===== config.mk =====
export PLATFORM = sky130hd
export DESIGN_NAME = gpzda_sentence_tx
export DESIGN_NICKNAME = d
export VERILOG_FILES = /design/src/rtl/gpzda_sentence_tx_pkg.sv /design/src/rtl/gpzda_sentence_tx_hex_ascii.sv /design/src/rtl/gpzda_sentence_tx.sv
export SDC_FILE = /design/constraint.sdc
export NUM_CORES = 1
export LEC_CHECK = 0
export CORE_ASPECT_RATIO = 0.8
export CORE_MARGIN = 2
export CORE_UTILIZATION = 40
export DETAILED_ROUTE_END_ITERATION = 10
export PLACE_DENSITY = 0.75
export SLEW_MARGIN = 0
export SYNTH_ARGS = -nofsm -noshare
export SYNTH_HDL_FRONTEND = slang
export SYNTH_HIERARCHICAL = 1
export SYNTH_SLANG_ARGS = --single-unit

===== constraint.sdc =====
create_clock -name clock -period 3.3 [get_ports clock]
set_clock_uncertainty 0.05 [all_clocks]
set_input_delay 0.495 -clock clock [delete_from_list [all_inputs] [get_ports clock]]
set_output_delay 0.495 -clock clock [all_outputs]
set_load 0.1 [all_outputs]

===== src/rtl/gpzda_sentence_tx_pkg.sv =====
// gpzda_sentence_tx_pkg
//   Shared NMEA definitions for the $GPZDA transmit path: ASCII constants,
//   the sentence header, the sentence length, the checksum index window,
//   the transmitter FSM state type, and a BCD-digit-to-ASCII helper.
//   The receive-side header comparer uses the same header constant.
package gpzda_sentence_tx_pkg;

  localparam logic [7:0] ASC_DOLLAR = 8'h24;
  localparam logic [7:0] ASC_COMMA  = 8'h2C;
  localparam logic [7:0] ASC_DOT    = 8'h2E;
  localparam logic [7:0] ASC_STAR   = 8'h2A;
  localparam logic [7:0] ASC_CR     = 8'h0D;
  localparam logic [7:0] ASC_LF     = 8'h0A;
  localparam logic [7:0] ASC_ZERO   = 8'h30;
  localparam logic [7:0] ASC_UPPER_A = 8'h41;

  // "$GPZDA", first character in the most significant byte.
  localparam logic [47:0] NMEA_HDR = 48'h24_47_50_5A_44_41;

  localparam int SENT_LEN = 38;
  localparam int CS_FIRST = 1;   // first byte folded into the checksum (after '$')
  localparam int CS_LAST  = 32;  // last byte folded in (just before '*')

  typedef enum logic {
    S_IDLE = 1'b0,
    S_SEND = 1'b1
  } state_t;

  // BCD digit to ASCII with no range check: 0xA becomes ':' and so on.
  function automatic logic [7:0] bcd_ascii(input logic [3:0] nibble);
    return ASC_ZERO + {4'h0, nibble};
  endfunction

endpackage


===== src/rtl/gpzda_sentence_tx_hex_ascii.sv =====
// hex_ascii
//   Combinational 4-bit nibble to uppercase ASCII hex character.
//   Ports:
//     nibble  in  4  value 0..15
//     ascii   out 8  '0'..'9' or 'A'..'F'
module hex_ascii
  import gpzda_sentence_tx_pkg::*;
(
  input  logic [3:0] nibble,
  output logic [7:0] ascii
);

  always_comb begin
    if (nibble < 4'd10) begin
      ascii = ASC_ZERO + {4'h0, nibble};
    end else begin
      ascii = ASC_UPPER_A + {4'h0, nibble} - 8'd10;
    end
  end

endmodule


===== src/rtl/gpzda_sentence_tx.sv =====
// gpzda_sentence_tx
//   Builds a fixed 38-byte NMEA sentence
//     $GPZDA,hhmmss.ss,dd,mm,yyyy,zh,zm*CS<CR><LF>
//   from BCD fields latched on start, and streams it one byte per handshake.
//   Ports:
//     clock, restart_n        clock and asynchronous active-low reset
//     start                   request a sentence (ignored unless idle)
//     hour/minute/second/centi, day, month, year, zone_hour, zone_min
//                             BCD fields, sampled on the accepted start edge
//     tx_data, tx_valid, tx_ready
//                             byte stream towards the UART transmitter
//     busy                    sentence in progress
//     done                    one-cycle pulse after the LF is accepted
//     fsm_state               current FSM state, for observation
//
// Stream handshake: a byte transfers on every rising clock edge where
// tx_valid and tx_ready are both high. While tx_valid is high, tx_data is
// held unchanged until that transfer; the following byte is loaded on the
// very edge that completes it. tx_valid never depends combinationally on
// tx_ready.
module gpzda_sentence_tx
  import gpzda_sentence_tx_pkg::*;
#(
  parameter int B = 8,
  parameter int L = 38
) (
  input  logic         clock,
  input  logic         restart_n,
  input  logic         start,
  input  logic [7:0]   hour,
  input  logic [7:0]   minute,
  input  logic [7:0]   second,
  input  logic [7:0]   centi,
  input  logic [7:0]   day,
  input  logic [7:0]   month,
  input  logic [15:0]  year,
  input  logic [7:0]   zone_hour,
  input  logic [7:0]   zone_min,
  output logic [B-1:0] tx_data,
  output logic         tx_valid,
  input  logic         tx_ready,
  output logic         busy,
  output logic         done,
  output state_t       fsm_state
);

  localparam logic [5:0] IDX_LAST = 6'(L - 1);
  localparam logic [5:0] IDX_CS_FIRST = 6'(CS_FIRST);
  localparam logic [5:0] IDX_CS_LAST  = 6'(CS_LAST);

  state_t      state;
  logic [5:0]  idx;
  logic [7:0]  csum;
  logic [7:0]  byte_q;

  logic [7:0]  hour_q, minute_q, second_q, centi_q;
  logic [7:0]  day_q, month_q, zone_hour_q, zone_min_q;
  logic [15:0] year_q;

  logic [5:0]  idx_nxt;
  logic [7:0]  next_byte;
  logic [7:0]  cs_hi_ascii, cs_lo_ascii;
  logic        xfer;

  assign idx_nxt   = idx + 6'd1;
  assign xfer      = tx_valid & tx_ready;
  assign tx_data   = B'(byte_q);
  assign fsm_state = state;

  hex_ascii u_cs_hi (.nibble(csum[7:4]), .ascii(cs_hi_ascii));
  hex_ascii u_cs_lo (.nibble(csum[3:0]), .ascii(cs_lo_ascii));

  // Byte that will be presented after the current one is accepted. The
  // checksum digits are only selected once idx has passed byte 32, by which
  // point csum already holds the complete XOR.
  always_comb begin
    next_byte = 8'h00;
    case (idx_nxt)
      6'd0:  next_byte = NMEA_HDR[47:40];
      6'd1:  next_byte = NMEA_HDR[39:32];
      6'd2:  next_byte = NMEA_HDR[31:24];
      6'd3:  next_byte = NMEA_HDR[23:16];
      6'd4:  next_byte = NMEA_HDR[15:8];
      6'd5:  next_byte = NMEA_HDR[7:0];
      6'd6:  next_byte = ASC_COMMA;
      6'd7:  next_byte = bcd_ascii(hour_q[7:4]);
      6'd8:  next_byte = bcd_ascii(hour_q[3:0]);
      6'd9:  next_byte = bcd_ascii(minute_q[7:4]);
      6'd10: next_byte = bcd_ascii(minute_q[3:0]);
      6'd11: next_byte = bcd_ascii(second_q[7:4]);
      6'd12: next_byte = bcd_ascii(second_q[3:0]);
      6'd13: next_byte = ASC_DOT;
      6'd14: next_byte = bcd_ascii(centi_q[7:4]);
      6'd15: next_byte = bcd_ascii(centi_q[3:0]);
      6'd16: next_byte = ASC_COMMA;
      6'd17: next_byte = bcd_ascii(day_q[7:4]);
      6'd18: next_byte = bcd_ascii(day_q[3:0]);
      6'd19: next_byte = ASC_COMMA;
      6'd20: next_byte = bcd_ascii(month_q[7:4]);
      6'd21: next_byte = bcd_ascii(month_q[3:0]);
      6'd22: next_byte = ASC_COMMA;
      6'd23: next_byte = bcd_ascii(year_q[15:12]);
      6'd24: next_byte = bcd_ascii(year_q[11:8]);
      6'd25: next_byte = bcd_ascii(year_q[7:4]);
      6'd26: next_byte = bcd_ascii(year_q[3:0]);
      6'd27: next_byte = ASC_COMMA;
      6'd28: next_byte = bcd_ascii(zone_hour_q[7:4]);
      6'd29: next_byte = bcd_ascii(zone_hour_q[3:0]);
      6'd30: next_byte = ASC_COMMA;
      6'd31: next_byte = bcd_ascii(zone_min_q[7:4]);
      6'd32: next_byte = bcd_ascii(zone_min_q[3:0]);
      6'd33: next_byte = ASC_STAR;
      6'd34: next_byte = cs_hi_ascii;
      6'd35: next_byte = cs_lo_ascii;
      6'd36: next_byte = ASC_CR;
      6'd37: next_byte = ASC_LF;
      default: next_byte = 8'h00;
    endcase
  end

  always_ff @(posedge clock or negedge restart_n) begin
    if (!restart_n) begin
      state       <= S_IDLE;
      idx         <= 6'd0;
      csum        <= 8'h00;
      byte_q      <= 8'h00;
      tx_valid    <= 1'b0;
      busy        <= 1'b0;
      done        <= 1'b0;
      hour_q      <= 8'h00;
      minute_q    <= 8'h00;
      second_q    <= 8'h00;
      centi_q     <= 8'h00;
      day_q       <= 8'h00;
      month_q     <= 8'h00;
      year_q      <= 16'h0000;
      zone_hour_q <= 8'h00;
      zone_min_q  <= 8'h00;
    end else begin
      done <= 1'b0;
      case (state)
        S_IDLE: begin
          if (start) begin
            hour_q      <= hour;
            minute_q    <= minute;
            second_q    <= second;
            centi_q     <= centi;
            day_q       <= day;
            month_q     <= month;
            year_q      <= year;
            zone_hour_q <= zone_hour;
            zone_min_q  <= zone_min;
            idx         <= 6'd0;
            csum        <= 8'h00;
            byte_q      <= ASC_DOLLAR;
            tx_valid    <= 1'b1;
            busy        <= 1'b1;
            state       <= S_SEND;
          end
        end
        S_SEND: begin
          if (xfer) begin
            if (idx >= IDX_CS_FIRST && idx <= IDX_CS_LAST) begin
              csum <= csum ^ byte_q;
            end
            if (idx == IDX_LAST) begin
              state    <= S_IDLE;
              idx      <= 6'd0;
              byte_q   <= 8'h00;
              tx_valid <= 1'b0;
              busy     <= 1'b0;
              done     <= 1'b1;
            end else begin
              idx    <= idx_nxt;
              byte_q <= next_byte;
            end
          end
        end
        default: state <= S_IDLE;
      endcase
    end
  end

endmodule


==> out/metrics.cfg <==
[floorplanning]
core_sq_mm = 0.0144
die_height_microns = 113
start_util = 0.413
die-area_sq_mm = 0.0159
die_x_microns = 140
core.rowCount = 39
io-pin-count = 96

[routing]
vias = 5699
remaining_drc_errors = 0
drt-total-wl_mm = 18.2
wire_per_inst_microns = 17.9
ant_nets = 0
via_per_inst = 5.60
drt_iter0_drc = 501
first_pass_iters = 5

[status]
outcome = finished, final reports clean

[timing]
fmax_ghz = 0.335
slew_headroom = 0.356
finalHoldViolations = 0
finalMaxSlewViolations = 0
finalSetupViolCount = 0
worst_pin_slew_ns = 0.963
holdWs_ns = 0.0992
period_share = 0.904
setup_tns_ns = 0
rsz0062_at_grt = false
finalCriticalPeriod_ns = 2.98

[worst_setup_path]
critPathRequiredTime_ns = 3.47
worstSetupPathType = reg2reg
crit_path_start_kind = flop
end_kind = flop
cp.arrival_ns = 3.15
crit_fanout = 8

[synth]
synthesis.nets = 828
syn_area_sq_mm = 0.00596
synth_cells = 735
ys_types = 68
ys_warn_count = 6
ys_ff_latch = 105
synth_edf_count = 0
yosys-top-cells-area = dfrtp_1 44%, nand2_1 18%, nor2_1 2.3%, a221oi_1 2.2%, clkbuf_1 2.0%
syn_area_per_cell_sq_um = 8.11
synth_seq_area_share = 0.441
synth-async-reset-ratio = 1.00
synth_top_area_cell = dfrtp_1
synth_ff_type = dfrtp_1
synth.top_cell.area_share = 0.441

[grt]
grt_pass1_vias = 5556
grt_max_degree = 81
grt_overflow = 0
grt_use_met1 = 0.350
grt_usage = 0.235
grt_pass1_wl_mm = 29.6
use_met2 = 0.354
grt_use_met3 = 0.0410
antenna_found_initial = 0
top_usage_layer = met2

[clocking]
clockBufferDepth = 2
h-tree-depth = 3
cts_tree = done
cts_setup_buffers = 0
path_clk_slew_ns = 0.07
clkSinkCount = 105
clk_latency_ns = 0.35
cts_buffers = 9
cts_root_buf = clkbuf_16

[placed_design]
place_area_sq_mm = 0.00719
dpl.hpwl_mm = 13.6
portBuffers = 95
gp_congestion = 0.956

[cells_and_area]
multi_input_area_sq_mm = 0.00308
fin_area_sq_mm = 0.00748
seqCellArea_sq_mm = 0.00263
final_util = 0.518
fin_nets = 922
fillCellCount = 1398
drive_gt1_frac = 0.0972
area.growth.synth_to_final_pct = 25.4
diodes = 0

[hold_path]
hp-class = in2async

[power_and_ir_drop]
peakVddDrop_mv = 0.258
powerDensity_mw_per_mm2 = 642
p_leak_nw = 3.46
p_total_mw = 4.80

[job]
maxCapViolations = 0

-- sequential cells by signal (all words and copies together), names as in the netlist --
signal,flops
centi_q,8
idx,6
day_q,8
zone_min_q,8
second_q,8
year_q,16
minute_q,8
zone_hour_q,8
done,1
fsm_state,1
csum,8
tx_data,8
busy,1
month_q,8
hour_q,8
-- layout make-up --
class | instances | area share
clock inverters | 6 | 0.00853
clock buffers | 9 | 0.0301
inverters | 12 | 0.00602
repair buffers | 131 | 0.161
well taps | 184 | 0.0308
multi-input cells | 570 | 0.412
flip-flops and latches | 105 | 0.351
-- cells in the mapped netlist, drive strengths merged, types with 4 or more instances --
cell type	number
nand4	11
ha	9
a32oi	10
a22o	11
nor2	37
nor3b	4
a22oi	10
a221oi	15
and3	4
dfrtp	105
buf	17
nor3	8
nand2	285
xnor2	6
clkbuf	31
mux2	4
and2	7
o21ai	26
a222oi	5
nand2b	5
inv	12
xor2	9
or2	5
a31oi	5
a21oi	18
o22ai	4
nor2b	10
nand3	16
a32o	4
-- layer usage --
metal	part of all wire	vias up	wire [microns]
li1	-	2714	-
met1	0.48	2716	8800
met2	0.43	233	7830
met3	0.061	36	1110
met4	0.024	0	443
met5	0	-	0
-- where the power goes --
| group | internal, mW | switching, mW |
|---|---|---|
| registers | 1.50 | 0.241 |
| logic | 0.751 | 1.26 |
| clock network | 0.528 | 0.525 |
| total | 2.78 | 2.03 |
-- worst max-delay path: stages (launching register included) --
cell       delay [ns]
dfrtp_1          0.49
inv_1            0.19
ha_1             0.38
o2111a_1         0.22
or2_2            0.37
a32oi_1          0.25
nand4b_1         0.11
a2111oi_0        0.50
buf_4            0.20
a311oi_1         0.09
-- stage by stage --
step	instances	setup WS, ns
2_1_floorplan	735	0.549
6_report	1017	0.317
4_1_cts	1017	0.258
3_3_place_gp	1002	0.258
3_5_place_dp	1002	0.264
5_1_grt	1017	0.116
-- cell families (layout without fill, tap and decap cells) --
group | count (synthesis) | after routing | share of synthesized area
AOI/OAI and AO/OA | 137 | 137 | 0.175
xor gates and xnor gates | 15 | 15 | 0.0220
adders and majority gates | 9 | 9 | 0.0189
buffers and inverters | 60 | 158 | 0.0443
DFF | 105 | 105 | 0.441
muxes | 7 | 7 | 0.0126
other | 2 | 2 | 0.00126
and+or+nand+nor | 400 | 400 | 0.285
-- timing repair --
action,in CTS,in global routing
hold endpoints to repair,0,0
setup endpoints to repair,0,1
hold buffers,0,0
gates resized for setup,0,1
-- path summary, 6_finish.rpt --
path                                      start  cells after the start  slack [ns]                      to
min in group clock         day_q[3]$_DFFE_PN0P_                      2        0.43    day_q[3]$_DFFE_PN0P_
hold / removal                        restart_n                      1         0.1          done$_DFF_PN0_
setup / recovery             idx[1]$_DFFE_PN0P_                      9        0.32  tx_data[2]$_DFFE_PN0P_
max in group asynchronous             restart_n                      2        2.39   hour_q[4]$_DFFE_PN0P_
hold reg to reg            day_q[3]$_DFFE_PN0P_                      2        0.43    day_q[3]$_DFFE_PN0P_
setup reg to reg             idx[1]$_DFFE_PN0P_                      9        0.32  tx_data[2]$_DFFE_PN0P_
-- layout by cell type (no fill, tap or decap), types with 5 or more instances in the layout --
master and instances:
nand2_1 283, dfrtp_1 105, clkdlybuf4s50_1 83, buf_4 47, nor2_1 37, o21ai_0 21, a21oi_1 18, nand3_1 16
a221oi_1 15, inv_1 12, a22o_1 11, nand4_1 10, a32oi_1 10, a22oi_1 10, nor2b_1 9, xor2_1 9
clkbuf_16 9, nor3_1 8, ha_1 8, and2_1 6, xnor2_1 6, a31oi_1 5, a222oi_1 5, o21ai_1 5
No activity file was read; power rests on OpenSTA's default activity.
